===== config.mk =====
export PLATFORM = sky130hd
export DESIGN_NAME = brick_field
export DESIGN_NICKNAME = d
export VERILOG_FILES = /design/src/rtl/brick_pkg.sv /design/src/rtl/brick_hit_unit.sv /design/src/rtl/brick_field.sv
export SDC_FILE = /design/constraint.sdc
export NUM_CORES = 1
export LEC_CHECK = 0
export BUFFER_PORTS_ARGS = -buffer_cell sky130_fd_sc_hd__buf_2
export CORE_ASPECT_RATIO = 0.6
export CORE_UTILIZATION = 45
export CTS_BUF_LIST = sky130_fd_sc_hd__clkbuf_4 sky130_fd_sc_hd__clkbuf_8
export CTS_CLUSTER_SIZE = 10
export DETAILED_ROUTE_END_ITERATION = 10
export SYNTH_ARGS = -nofsm -noshare
export SYNTH_HDL_FRONTEND = slang
export SYNTH_HIERARCHICAL = 1
export SYNTH_SLANG_ARGS = --single-unit
export TNS_END_PERCENT = 30

===== constraint.sdc =====
create_clock -name i_frame_clk -period 6.2 [get_ports i_frame_clk]
set_input_delay 1.24 -clock i_frame_clk [delete_from_list [all_inputs] [get_ports i_frame_clk]]
set_output_delay 1.24 -clock i_frame_clk [all_outputs]
set_load 0.005 [all_outputs]

===== src/rtl/brick_pkg.sv =====
// Shared types and level pattern generator for the breakout brick field.
package brick_pkg;

   localparam int unsigned HP_W_DFLT = 2;
   localparam int unsigned HP_MAX    = (1 << HP_W_DFLT) - 1;

   typedef enum logic [1:0] {
      LVL_FULL    = 2'd0,
      LVL_STAIR   = 2'd1,
      LVL_CHECKER = 2'd2,
      LVL_TOUGH   = 2'd3
   } level_e;

   typedef enum logic {
      ST_LOAD  = 1'b0,
      ST_READY = 1'b1
   } state_e;

   // Hit points of one cell for a given level; rows and hp_max come from the instance.
   function automatic int unsigned pattern(input level_e level, input int unsigned row,
                                           input int unsigned col, input int unsigned rows,
                                           input int unsigned hp_max);
      int unsigned v;
      case (level)
         LVL_FULL:    v = 32'd1;
         LVL_STAIR:   v = ((rows - row) < hp_max) ? (rows - row) : hp_max;
         LVL_CHECKER: v = (((row + col) & 32'd1) == 32'd0) ? 32'd1 : 32'd0;
         LVL_TOUGH:   v = hp_max;
         default:     v = 32'd0;
      endcase
      return v;
   endfunction

endpackage


===== src/rtl/brick_hit_unit.sv =====
// Decodes a hit coordinate against the field and works out the new cell HP.
module brick_hit_unit #(
   parameter int ROWS = 4,
   parameter int COLS = 10,
   parameter int HP_W = 2
) (
   input  logic [ROWS*COLS*HP_W-1:0]       i_field,
   input  logic [$clog2(ROWS)-1:0]         i_row,
   input  logic [$clog2(COLS)-1:0]         i_col,
   output logic [$clog2(ROWS*COLS)-1:0]    o_idx,
   output logic                            o_write,
   output logic                            o_destroyed,
   output logic [HP_W-1:0]                 o_new_hp
);

   localparam int RW    = $clog2(ROWS);
   localparam int CW    = $clog2(COLS);
   localparam int IDX_W = $clog2(ROWS*COLS);
   localparam logic [RW:0] ROWS_L = (RW+1)'(ROWS);
   localparam logic [CW:0] COLS_L = (CW+1)'(COLS);

   logic              w_in_range;
   logic [IDX_W-1:0]  w_idx;
   logic [HP_W-1:0]   w_cur;

   // Range check, cell select, decrement and destroy classification.
   always_comb begin
      w_idx       = '0;
      w_cur       = '0;
      o_write     = 1'b0;
      o_destroyed = 1'b0;
      o_new_hp    = '0;
      w_in_range  = ({1'b0, i_row} < ROWS_L) && ({1'b0, i_col} < COLS_L);
      if (w_in_range) begin
         w_idx = IDX_W'(i_row) * IDX_W'(COLS) + IDX_W'(i_col);
         w_cur = i_field[32'(w_idx)*HP_W +: HP_W];
      end else begin
         w_idx = '0;
      end
      if (w_in_range && (w_cur != '0)) begin
         o_write     = 1'b1;
         o_new_hp    = w_cur - HP_W'(1);
         o_destroyed = (w_cur == HP_W'(1));
      end else begin
         o_write     = 1'b0;
      end
      o_idx = w_idx;
   end

endmodule


===== src/rtl/brick_field.sv =====
// Brick-field state manager: level loading, hit handshake, brick count and score.
module brick_field
   import brick_pkg::*;
#(
   parameter int ROWS   = 4,
   parameter int COLS   = 10,
   parameter int HP_W   = HP_W_DFLT,
   parameter int LVL_W  = 2,
   parameter int POINTS = 10
) (
   input  logic                              i_frame_clk,
   input  logic                              i_reset_n,
   input  logic                              i_reload,
   input  logic [LVL_W-1:0]                  i_level_sel,
   input  logic                              i_hit_valid,
   output logic                              o_hit_ready,
   input  logic [$clog2(ROWS)-1:0]           i_hit_row,
   input  logic [$clog2(COLS)-1:0]           i_hit_col,
   output logic                              o_ack_valid,
   output logic                              o_ack_destroyed,
   output logic [HP_W-1:0]                   o_ack_hp,
   input  logic [$clog2(ROWS)-1:0]           i_q_row,
   input  logic [$clog2(COLS)-1:0]           i_q_col,
   output logic [HP_W-1:0]                   o_q_hp,
   output logic [$clog2(ROWS*COLS+1)-1:0]    o_bricks_left,
   output logic [15:0]                       o_score,
   output logic                              o_field_clear,
   output logic                              o_clear_pulse,
   output logic                              o_busy
);

   localparam int CELLS = ROWS * COLS;
   localparam int IDX_W = $clog2(CELLS);
   localparam int RW    = $clog2(ROWS);
   localparam int CW    = $clog2(COLS);
   localparam int BL_W  = $clog2(CELLS + 1);
   localparam int unsigned HP_TOP = (1 << HP_W) - 1;

   state_e                      r_state, w_next_state;
   logic [CELLS-1:0][HP_W-1:0]  r_hp;
   logic [IDX_W-1:0]            r_idx;
   logic [RW-1:0]               r_ld_row;
   logic [CW-1:0]               r_ld_col;
   logic [LVL_W-1:0]            r_level;
   logic [BL_W-1:0]             r_bricks_left;
   logic [15:0]                 r_score;
   logic                        r_ack_valid, r_ack_destroyed, r_clear_pulse;
   logic [HP_W-1:0]             r_ack_hp;

   logic                        w_hit_ready, w_hit_accept, w_busy, w_load_last;
   logic [HP_W-1:0]             w_load_hp;
   logic [16:0]                 w_score_sum;
   logic [IDX_W-1:0]            w_q_idx;
   logic [IDX_W-1:0]            w_hu_idx;
   logic                        w_hu_write, w_hu_destroyed;
   logic [HP_W-1:0]             w_hu_new_hp;

   brick_hit_unit #(.ROWS(ROWS), .COLS(COLS), .HP_W(HP_W)) u_hit (
      .i_field     (r_hp),
      .i_row       (i_hit_row),
      .i_col       (i_hit_col),
      .o_idx       (w_hu_idx),
      .o_write     (w_hu_write),
      .o_destroyed (w_hu_destroyed),
      .o_new_hp    (w_hu_new_hp)
   );

   assign w_load_last = (r_idx == IDX_W'(CELLS - 1));
   assign w_load_hp   = HP_W'(pattern(level_e'(r_level[1:0]), 32'(r_ld_row), 32'(r_ld_col),
                                      ROWS, HP_TOP));

   // Next state and state-decoded strobes; reload always wins over a hit.
   always_comb begin
      w_next_state = r_state;
      w_hit_ready  = 1'b0;
      w_busy       = 1'b0;
      case (r_state)
         ST_LOAD: begin
            w_busy = 1'b1;
            if (i_reload) begin
               w_next_state = ST_LOAD;
            end else if (w_load_last) begin
               w_next_state = ST_READY;
            end else begin
               w_next_state = ST_LOAD;
            end
         end
         ST_READY: begin
            w_hit_ready = !i_reload;
            if (i_reload) begin
               w_next_state = ST_LOAD;
            end else begin
               w_next_state = ST_READY;
            end
         end
         default: begin
            w_next_state = ST_LOAD;
            w_busy       = 1'b1;
         end
      endcase
   end

   assign w_hit_accept = i_hit_valid && w_hit_ready;

   // Saturating score add and renderer read port, blanked while loading.
   always_comb begin
      w_score_sum = {1'b0, r_score} + 17'(POINTS);
      w_q_idx     = IDX_W'(i_q_row) * IDX_W'(COLS) + IDX_W'(i_q_col);
      if ((r_state == ST_READY) && (32'(i_q_row) < ROWS) && (32'(i_q_col) < COLS)) begin
         o_q_hp = r_hp[w_q_idx];
      end else begin
         o_q_hp = '0;
      end
   end

   // State register.
   always_ff @(posedge i_frame_clk) begin
      if (!i_reset_n) begin
         r_state <= ST_LOAD;
      end else begin
         r_state <= w_next_state;
      end
   end

   // Field contents, load sequencer, counters and the registered hit result.
   always_ff @(posedge i_frame_clk) begin
      if (!i_reset_n) begin
         r_hp            <= '0;
         r_idx           <= '0;
         r_ld_row        <= '0;
         r_ld_col        <= '0;
         r_level         <= '0;
         r_bricks_left   <= '0;
         r_score         <= 16'h0000;
         r_ack_valid     <= 1'b0;
         r_ack_destroyed <= 1'b0;
         r_ack_hp        <= '0;
         r_clear_pulse   <= 1'b0;
      end else begin
         r_ack_valid     <= 1'b0;
         r_ack_destroyed <= 1'b0;
         r_ack_hp        <= '0;
         r_clear_pulse   <= 1'b0;
         if (i_reload) begin
            r_idx         <= '0;
            r_ld_row      <= '0;
            r_ld_col      <= '0;
            r_level       <= i_level_sel;
            r_bricks_left <= '0;
         end else if (r_state == ST_LOAD) begin
            r_hp[r_idx] <= w_load_hp;
            if (w_load_hp != '0) begin
               r_bricks_left <= r_bricks_left + BL_W'(1);
            end
            if (w_load_last) begin
               r_idx <= '0;
            end else begin
               r_idx <= r_idx + IDX_W'(1);
            end
            if (r_ld_col == CW'(COLS - 1)) begin
               r_ld_col <= '0;
               r_ld_row <= r_ld_row + RW'(1);
            end else begin
               r_ld_col <= r_ld_col + CW'(1);
            end
         end else if (w_hit_accept) begin
            r_ack_valid     <= 1'b1;
            r_ack_destroyed <= w_hu_destroyed;
            r_ack_hp        <= w_hu_new_hp;
            if (w_hu_write) begin
               r_hp[w_hu_idx] <= w_hu_new_hp;
            end
            if (w_hu_destroyed) begin
               r_bricks_left <= r_bricks_left - BL_W'(1);
               r_score       <= w_score_sum[16] ? 16'hFFFF : w_score_sum[15:0];
               r_clear_pulse <= (r_bricks_left == BL_W'(1));
            end
         end
      end
   end

   assign o_hit_ready     = w_hit_ready;
   assign o_busy          = w_busy;
   assign o_ack_valid     = r_ack_valid;
   assign o_ack_destroyed = r_ack_destroyed;
   assign o_ack_hp        = r_ack_hp;
   assign o_clear_pulse   = r_clear_pulse;
   assign o_bricks_left   = r_bricks_left;
   assign o_score         = r_score;
   assign o_field_clear   = (r_state == ST_READY) && (r_bricks_left == '0);

endmodule


Yosys cells after proc, flatten, opt, wreduce, memory -nomap -nowiden
Index checks and enable logic that the tools add are counted.
- add/sub/neg operators: 11
- multiply operators: 2
- divide/modulo/power cells: 0
- magnitude comparators: 8
- equal/unequal tests: 10
- shift-type cells: 1
- muxes and demuxes: 34
- bitwise logic cells: 5
- reductions and logical operators: 21
- operator list (cell ; number):
    two-way mux 80 bit ; 3
    bitwise mux 80 bit ; 2
    indexed part select 80 x 8 -> 2 bit ; 1
    two-way mux 6 bit ; 6
    zero test 32 bit ; 1
    < comparator 32 x 2 -> 1 bit, second input constant ; 1
    demux 2 bit (select 6 bit) ; 2
    < comparator 6 x 7 -> 1 bit, second input constant ; 3
    adder 16 x 4 -> 17 bit, second input constant ; 1
    two-way mux 16 bit ; 1
    two-way mux 2 bit ; 7
    adder 6 x 1 -> 6 bit, second input constant ; 2
    adder 6 x 4 -> 6 bit ; 2
    binary-select mux 2 bit (select 6 bit) ; 1
    >= comparator 6 x 1 -> 1 bit, second input constant ; 2
    multiplier 2 x 3 -> 5 bit, second input constant ; 2
    two-way mux 1 bit ; 9
    < comparator 4 bit, second input constant ; 2
    one-hot mux 2 bit (4 select lines) ; 1
    equality test 6 x 1 -> 1 bit, second input constant ; 1
    equality test 6 bit, second input constant ; 1
    logical AND 1 bit ; 6
    zero test 6 bit ; 1
    inequality test 2 x 1 -> 1 bit, second input constant ; 3
    22 further kinds ; 31
- register bits: 122
- latch bits: 0
- RAM bits: 0
- memory bits (read-only): 0
- input bits: 18
- logic and storage cells: 143
- memories: 0

Logic depth before layout (Yosys ltp)
Gate-level depths: netlist of the first run.
- depth in word-level cells: 11
- mapped depth: 18
- depth with buffers taken out: 15

Modules after synthesis
The synthesis of the first run kept the hierarchy.
- by module, submodules not included (module ; times used ; cells an instance ; area an instance (um^2) ; sequential area each (um^2)):
    brick_field ; 1 ; 939 ; 7498.4 ; 2442.3
    brick_hit_unit ; 1 ; 93 ; 1013.5 ; 0.0

Least setup slack after synthesis of the first run
No wires, ideal clock.
- path type: input port to flip-flop
- from: input port i_hit_row[0]
- to: register r_hp[1] (netlist bit)
- library setup time: 0.128 ns
- arrival time: 4.632 ns
- setup slack: 1.440 ns
- cell stages on the path: 15
- cells stage by stage: ha_1 > fa_1 > xor2_2 > mux4_1 > and3_1 > or4b_4 > and3_1 > ha_1 > and2_1 > and2_1 > clkbuf_1 > nand2_1 > o22ai_1 > mux2i_1 > nor2_1
- longest elaborated chain between the ends: 11
- elaborated cells between the ends (all ways): 21
- classes of those cells: 2 x add/sub; 1 x mul; 2 x order compare; 1 x eq/ne; 1 x shift; 10 x mux; 4 x reduce/logical
- ends and longest elaborated chain (element ; line ; RTL):
    start, declared ; brick_field.sv:17 ; input logic [$clog2(ROWS)-1:0] i_hit_row,
    multiplier 2 x 3 -> 5 bit (*) ; brick_hit_unit.sv:35 ; w_idx = IDX_W'(i_row) * IDX_W'(COLS) + IDX_W'(i_col);
    adder 6 x 4 -> 6 bit (*) ; brick_hit_unit.sv:35 ;
    indexed part select 80 x 8 -> 2 bit (*) ; brick_hit_unit.sv:36 ; w_cur = i_field[32'(w_idx)*HP_W +: HP_W];
    two-way mux 2 bit (*) ; brick_hit_unit.sv:34 ; if (w_in_range) begin
    parallel branches: the longest is 2 deep, another holds subtractor 2 x 1 -> 2 bit ; n/a ;
    two-way mux 2 bit (*) ; brick_hit_unit.sv:40 ; if (w_in_range && (w_cur != '0)) begin
    via w_hu_new_hp[1] ; brick_field.sv:56 ; logic [HP_W-1:0] w_hu_new_hp;
    bitwise mux 80 bit (*) ; brick_field.sv:171 ; r_hp[w_hu_idx] <= w_hu_new_hp;
    two-way mux 80 bit (*) ; brick_field.sv:170 ; if (w_hu_write) begin
    two-way mux 80 bit (*) ; brick_field.sv:166 ; end else if (w_hit_accept) begin
    two-way mux 80 bit (*) ; brick_field.sv:150 ; end else if (r_state == ST_LOAD) begin
    end signal, assigned by index ; brick_field.sv:151 ; r_hp[r_idx] <= w_load_hp;
    end signal, assigned by index ; brick_field.sv:171 ;
    end, declared ; brick_field.sv:40 ; logic [CELLS-1:0][HP_W-1:0] r_hp;
Mark *: on every way through the listed nets, which the timed path passes. The select of a mux whose other input is x is not followed.
A chain may end at the register's enable or synchronous reset.

Final worst setup path of the first run
- from: input port i_hit_row[0]
- to: register r_score[15] (netlist: o_score[15])
- longest elaborated chain between the ends: 8
- elaborated cells between the ends (all ways): 9
- classes of those cells: 1 x add/sub; 1 x mul; 1 x eq/ne; 1 x shift; 2 x mux; 3 x reduce/logical
- ends and longest elaborated chain (element ; line ; RTL):
    multiplier 2 x 3 -> 5 bit (*) ; brick_hit_unit.sv:35 ;
    adder 6 x 4 -> 6 bit (*) ; brick_hit_unit.sv:35 ;
    indexed part select 80 x 8 -> 2 bit (*) ; brick_hit_unit.sv:36 ;
    two-way mux 2 bit (*) ; brick_hit_unit.sv:34 ;
    nonzero test 2 bit ; brick_hit_unit.sv:40 ;
    logical AND 1 bit ; brick_hit_unit.sv:40 ;
    two-way mux 1 bit (*) ; brick_hit_unit.sv:40 ;
    via w_hu_destroyed ; brick_field.sv:55 ; logic w_hu_write, w_hu_destroyed;
    AND reduction 4 bit (no source line) (*) ; n/a ;
    end signal, assigned ; brick_field.sv:175 ; r_score <= w_score_sum[16] ? 16'hFFFF : w_score_sum[15:0];
    end, declared ; brick_field.sv:46 ; logic [15:0] r_score;
The timed path passes the listed nets; every way through them passes the cells marked *.

==> out/qor.yml, run 1 <==
power:
  ir_drop_v: 0.000135
  p_total_mw: 1.78
  pwr_density_cell_nw_per_um2: 195
  p_leak_nw: 3.33
logic_synthesis:
  yosysSeqAreaShare: 0.287
  synth.cell_area_sq_um: 8510
  ys_seq_elements: 122
  yosys_most_used_dff: "dfxtp_1"
  synth_top_family_by_area: "simple AND/OR/NAND/NOR gates"
  synth_simple_gate_area_frac: 0.259
  synthesis.nets: 1068
  synth_async_sr_flop_share: 0
  synth.distinct_cells: 78
  yosys_warnings: 6
  yosys-mux-area-fraction: 0.153
  synthXorXnorAreaFrac: 0.0235
  yosysTopAreaCell: "dfxtp_1"
  synth-edff-count: 0
  netlist_top_cells_area: "dfxtp_1 (29%), o22ai_1 (8.5%), mux4_2 (6.1%)"
  postSynthAreaPerCell_sq_um: 8.25
  synthCells: 1032
  synthAdderAreaFrac: 0.0282
  synth_compound_area_frac: 0.195
  synth_top_area_frac: 0.287
detailed_routing:
  num_vias: 8396
  routed_wl_um: 30100
  avgViaCountPerCell: 6.58
  drt-wirelength-per-cell_um: 23.6
  drtPass1Iterations: 10
  drc: 3
  drt-initial-drc-count: 1277
  antenna_left: 0
placement:
  gp_congestion: 0.989
  place_ws_ns: 0.587
  dpl.hpwl_um: 21200
  port_buffers: 49
  dpl_cell_area_sq_um: 8750
die:
  die_h_um: 109
  rows: 38
  die_w_um: 180
  num_io_pins: 50
  die_area_sq_um: 19500
  core_sq_um: 18300
  initial_utilization: 0.465
critical_path:
  reg2reg_from: "r_hp[67]$_SDFFE_PN0P_"
  crit_required_ns: 6.51
  endpoint_kind: "flop"
  path_cells: "buf_2, ha_1, fa_1, xnor2_1, o311ai_0, o211ai_1, nand3_1, ha_1, nor2_1, and2_1, nand4b_4, or3_1, nor2_1, and4_1, a211oi_1"
  cp_max_fo: 20
  critPathBufInv: 1
  slowest_delay_ns: 0.56
  crit_start: "i_hit_row[0]"
  slowest_stage: "or3_1"
  startpoint_type: "primary input"
  cpLargestDelayFamily: "simple AND/OR/NAND/NOR gates"
  arrival_ns: 5.57
  path_class: "in -> reg"
hold_path:
  min_from: "o_score[0]$_SDFFE_PN0P_"
  min_path_type: "reg -> reg"
clock_tree:
  postCtsSetupRepairBufs: 0
  clk_latency_ns: 0.49
  path_clk_slew_ns: 0.07
  numCtsBuffers: 17
  clk_path_buf_depth: 2
  cts_tree: "built"
  hold_buffers: 0
  ctsResizeCount: 0
  h-tree-depth: 4
  root_buffer: "clkbuf_8"
  cts.sinks: 122
sta:
  max-slew-margin-rel: 0.214
  finalHoldViolCount: 0
  clock.fmax_mhz: 190
  rsz0062_at_grt: "false"
  finalCritPeriodShare: 0.848
  fin_setup_tns_ns: 0
  maxSlewViolCount: 0
  finalWorstSetupSlack_ns: 0.939
  finalSetupViolations: 0
  period_needed_ns: 5.26
  finClkSkew_ns: 0.0186
  max_slew.worst_pin.slew_ns: 1.18
layout:
  layout_common_cells: "nand2_1 (126), nor2_1 (121), dfxtp_1 (121)"
  layout_commonest_cell: "nand2_1"
  fin_util: 0.498
  layout-drive-gt1-share: 0.157
  seqCellArea_sq_um: 2440
  multi_input_comb_area_sq_um: 5630
  nNetsFinal: 1061
  fillers: 1777
  diodes: 0
  syn_to_final_growth_pct: 7.19
  design_area_sq_um: 9120
grt:
  grt_pass1_vias: 7300
  grt_pass1_wl_um: 45300
  grt-ovfl-total: 0
  antenna_found_initial: 1
  grt_max_degree: 103
  grt_usage: 0.316
job:
  maxCapViolCount: 0
status:
  outcome: "finished with violations"
  violations: "design-rule violations"
routing by layer:
metal,GRT usage,part of all wire,vias up,wire (um)
met2,0.391,0.36,565,10900
met5,0,0.00043,-,13
met1,0.468,0.46,3929,13900
met3,0.135,0.15,62,4580
li1,-,-,3838,-
met4,0.115,0.023,2,680
cell usage after synthesis, drive strengths merged (6+ instances only):
cell type  count
a21oi         98
mux2i         39
nor3          70
mux4          36
o22ai        116
dfxtp        122
nor2b         13
and2           8
nor2         121
clkbuf        51
a211oi         6
buf           35
o21ai         11
xor2          11
nand3         13
nand4bb        6
ha            16
and3          10
nor3b         10
xnor2         11
or3b           7
inv           11
nand2        126
nand2b         8
layout make-up:
type	count	share of cell area
clock buffer	21	0.0296
clock inverter	9	0.0110
inverter	11	0.00466
multi-input combinational	813	0.617
sequential	122	0.268
tap	240	0.0329
timing repair buffer	60	0.0373
metrics by stage:
step / hold slack [ns] / cells
final: 0.452 / 1276
after global routing: 0.467 / 1276
after CTS: 0.453 / 1276
after detailed placement: 0.445 / 1246
after global placement: 0.439 / 1246
after floorplan: 0.442 / 1032
worst reg2reg max path, cell delays in order (launching register included):
cell	delay, ns
dfxtp_1	0.44
mux4_1	0.32
mux2i_1	0.11
or4_1	0.44
a21oi_1	0.17
a21oi_2	0.07
ha_1	0.23
nor2_1	0.28
and2_1	0.31
nand4b_4	0.33
or3_1	0.56
nor2_1	0.21
and4_1	0.22
a211oi_1	0.06
registers in the layout (all words and copies together), names as in the netlist, 2 cells and up:
register,count
o_ack_hp,2
o_bricks_left,6
o_score,16
r_hp,80
r_idx,6
r_ld_col,4
r_ld_row,2
r_level,2
power breakdown:
part | internal (mW) | total, mW | switching, mW
clock network | 0.372 | 0.717 | 0.345
registers | 0.787 | 0.795 | 0.00748
logic | 0.0871 | 0.270 | 0.183
cells by family (layout without fill, tap and decap cells):
group | after synthesis | in the layout
flops | 122 | 122
compound gates | 265 | 265
xor+xnor | 22 | 22
simple gates | 429 | 429
buf+inv | 97 | 101
fa+ha+maj | 18 | 18
mux | 79 | 79
worst paths after layout:
path	slack, ns	end	cells after the start
worst max-delay path	0.94	o_score[15]$_SDFFE_PN0P_	15
worst min-delay path	0.45	o_score[0]$_SDFFE_PN0P_	2
worst max register to register	2.29	o_score[15]$_SDFFE_PN0P_	13
worst min register to register	0.45	o_score[0]$_SDFFE_PN0P_	2
No activity file was read; power rests on OpenSTA's default activity.
==> run 2: changes to the inputs <==
clock period = 4.6 ns   (was 6.2 ns; I/O delays follow)
==> run 2 against run 1 <==
Against the previous run:
- the flow now finishes without violations
- count of clock-buffer cells in the layout rose by 3
- critical path type unchanged
- clock power rose by 32%
- clock skew rose by 0.0040 ns
- utilization rose by 2.8 points
- wire length rose by 2.9%
- sequential cell count did not move
- design area rose by 5.6%
- die area did not move
- sequential share of layout area fell by 1.4 points
==> out/qor.yml, run 2 (synthesis results as in run 1) <==
clock_tree:
  postCtsSetupRepairBufs: 0  # unchanged
  ctsResizeCount: 0  # unchanged
  clk_path_buf_depth: 2  # unchanged
  clk_latency_ns: 0.48  # about the same
  cts.sinks: 122  # unchanged
  h-tree-depth: 4  # unchanged
  path_clk_slew_ns: 0.08  # about the same
  cts_tree: "built"
  hold_buffers: 0  # unchanged
  numCtsBuffers: 17  # unchanged
  root_buffer: "clkbuf_8"
power:
  p_total_mw: 2.46  # +38%
  p_leak_nw: 3.63  # +9.0%
  pwr_density_cell_nw_per_um2: 256  # +31%
  ir_drop_v: 0.000204  # +51%
grt:
  grt-ovfl-total: 0  # unchanged
  antenna_found_initial: 2  # +1
  grt_pass1_wl_um: 46900  # +3.5%
  grt_usage: 0.322  # +0.00522
  grt_pass1_vias: 7664  # +5.0%
  grt_max_degree: 65  # -37%
sta:
  max_slew.worst_pin.slew_ns: 1.35  # +0.175 ns
  max-slew-margin-rel: 0.0945  # -0.119
  clock.fmax_mhz: 226
  fin_setup_tns_ns: 0  # unchanged
  fin_hold_ws_ns: 0.452  # -0.000422 ns
  finClkSkew_ns: 0.0226  # +0.00401 ns
  finalHoldViolCount: 0  # unchanged
  maxSlewViolCount: 0  # unchanged
  finalCritPeriodShare: 0.962
  period_needed_ns: 4.42
  finalSetupViolations: 0  # unchanged
  rsz0062_at_grt: "false"
  finalWorstSetupSlack_ns: 0.176  # -0.764 ns
critical_path:
  r2r_cells: 11  # -2
  endpoint_kind: "flop"
  reg2reg_from: "r_hp[39]$_SDFFE_PN0P_"
  cp_max_fo: 9  # -55%
  reg2reg_setup_slack_ns: 1.00  # -1.29 ns
  crit_required_ns: 4.99  # -1.52 ns
  r2r_end: "o_score[15]$_SDFFE_PN0P_"
  path_class: "in -> reg"
  arrival_ns: 4.82  # -0.75 ns
  startpoint_type: "primary input"
layout:
  layout_common_cells: "nand2_1 (126), nor2_1 (121), dfxtp_1 (121)"
  layout-drive-gt1-share: 0.204  # +0.0463
  fin_util: 0.526  # +0.0278
  multi_input_comb_area_sq_um: 5630  # +0.13%
  syn_to_final_growth_pct: 13.2
  diodes: 0  # unchanged
  fillers: 1711  # -3.7%
  regMostFlops: "r_hp"
  seqCellArea_sq_um: 2440  # unchanged
  nNetsFinal: 1119  # +5.5%
  layout_commonest_cell: "nand2_1"
  largest_reg_flops: 80  # unchanged
job:
  maxCapViolCount: 0  # unchanged
hold_path:
  min_path_type: "reg -> reg"
  min_from: "o_score[0]$_SDFFE_PN0P_"
  min_path_cells: 2  # unchanged
  hold_path_end: "o_score[0]$_SDFFE_PN0P_"
detailed_routing:
  drc: 0  # -3
  drt-initial-drc-count: 1306  # +2.3%
  num_vias: 8694  # +3.5%
  antenna_left: 0  # unchanged
  drtPass1Iterations: 8  # -2
  avgViaCountPerCell: 6.51  # -1.0%
  routed_wl_um: 31000  # +2.9%
  drt-wirelength-per-cell_um: 23.2  # -1.6%
placement:
  gp_congestion: 1.03  # +4.0%
  port_buffers: 49  # unchanged
  place_ws_ns: -0.249  # -0.836 ns
  dpl.hpwl_um: 22600  # +7.0%
die:
  core_sq_um: 18300  # unchanged
  die_w_um: 180  # unchanged
  initial_utilization: 0.465  # unchanged
  num_io_pins: 50  # unchanged
  die_area_sq_um: 19500  # unchanged
  rows: 38  # unchanged
  die_h_um: 109  # unchanged
status:
  outcome: "finished clean"
[run 2: cell count changes in the layout (fill, tap and decap cells not counted), sizes merged]
cell,change
buf,+58
clkbuf,+3
clkinv,-2
bufinv,-1
clkinvlp,+1
[run 2: critical path, stage by stage]
cell and delay [ns]:
buf_2 0.11, ha_1 0.22, fa_1 0.43, xor2_2 0.30, mux4_1 0.35, and3_1 0.20
or4b_4 0.55, and3_1 0.19, ha_1 0.27, and2_1 0.14, and2_1 0.38, nand2_1 0.29
o22ai_1 0.26, nor2_1 0.07, nor3_1 0.13
[run 2: final cells by class]
cell class | instances | share of cell area
repair buffers | 118 | 0.0870
multi-input cells | 813 | 0.585
inverters | 11 | 0.00442
clock buffers | 24 | 0.0317
flip-flops and latches | 122 | 0.254
clock inverters | 7 | 0.00701
well taps | 240 | 0.0312
[run 2: worst max path at each step]
stage / from / to / cells past startpoint
floorplan: i_hit_row[0] / r_hp[1]$_SDFFE_PN0P_ / 15
global placement: i_hit_row[0] / o_score[15]$_SDFFE_PN0P_ / 15
detailed placement: i_hit_row[0] / o_score[15]$_SDFFE_PN0P_ / 15
CTS: i_hit_row[0] / o_score[8]$_SDFFE_PN0P_ / 15
global route: i_hit_row[0] / o_score[15]$_SDFFE_PN0P_ / 15
finish: i_hit_row[0] / r_hp[15]$_SDFFE_PN0P_ / 15
[run 2: per-stage QoR]
stage / instance area [sq um] / std cells
after floorplan: 8510 / 1032
after detailed placement: 9250 / 1304
after global placement: 9250 / 1304
final: 9630 / 1335
after global routing: 9630 / 1335
after CTS: 9620 / 1335
[run 2: metal layers]
metal	up-vias	global-route usage	routed length, um
met3	68	0.132	4660
met2	588	0.410	11300
met1	4092	0.476	14400
met5	-	0	32
li1	3942	-	-
met4	4	0.0967	613
[run 2: power breakdown]
part | switching (mW) | leakage, nW | internal [mW]
Sequential | 0.0107 | 0.984 | 1.06
Combinational | 0.269 | 2.46 | 0.173
Clock | 0.463 | 0.189 | 0.488
Total | 0.742 | 3.63 | 1.72
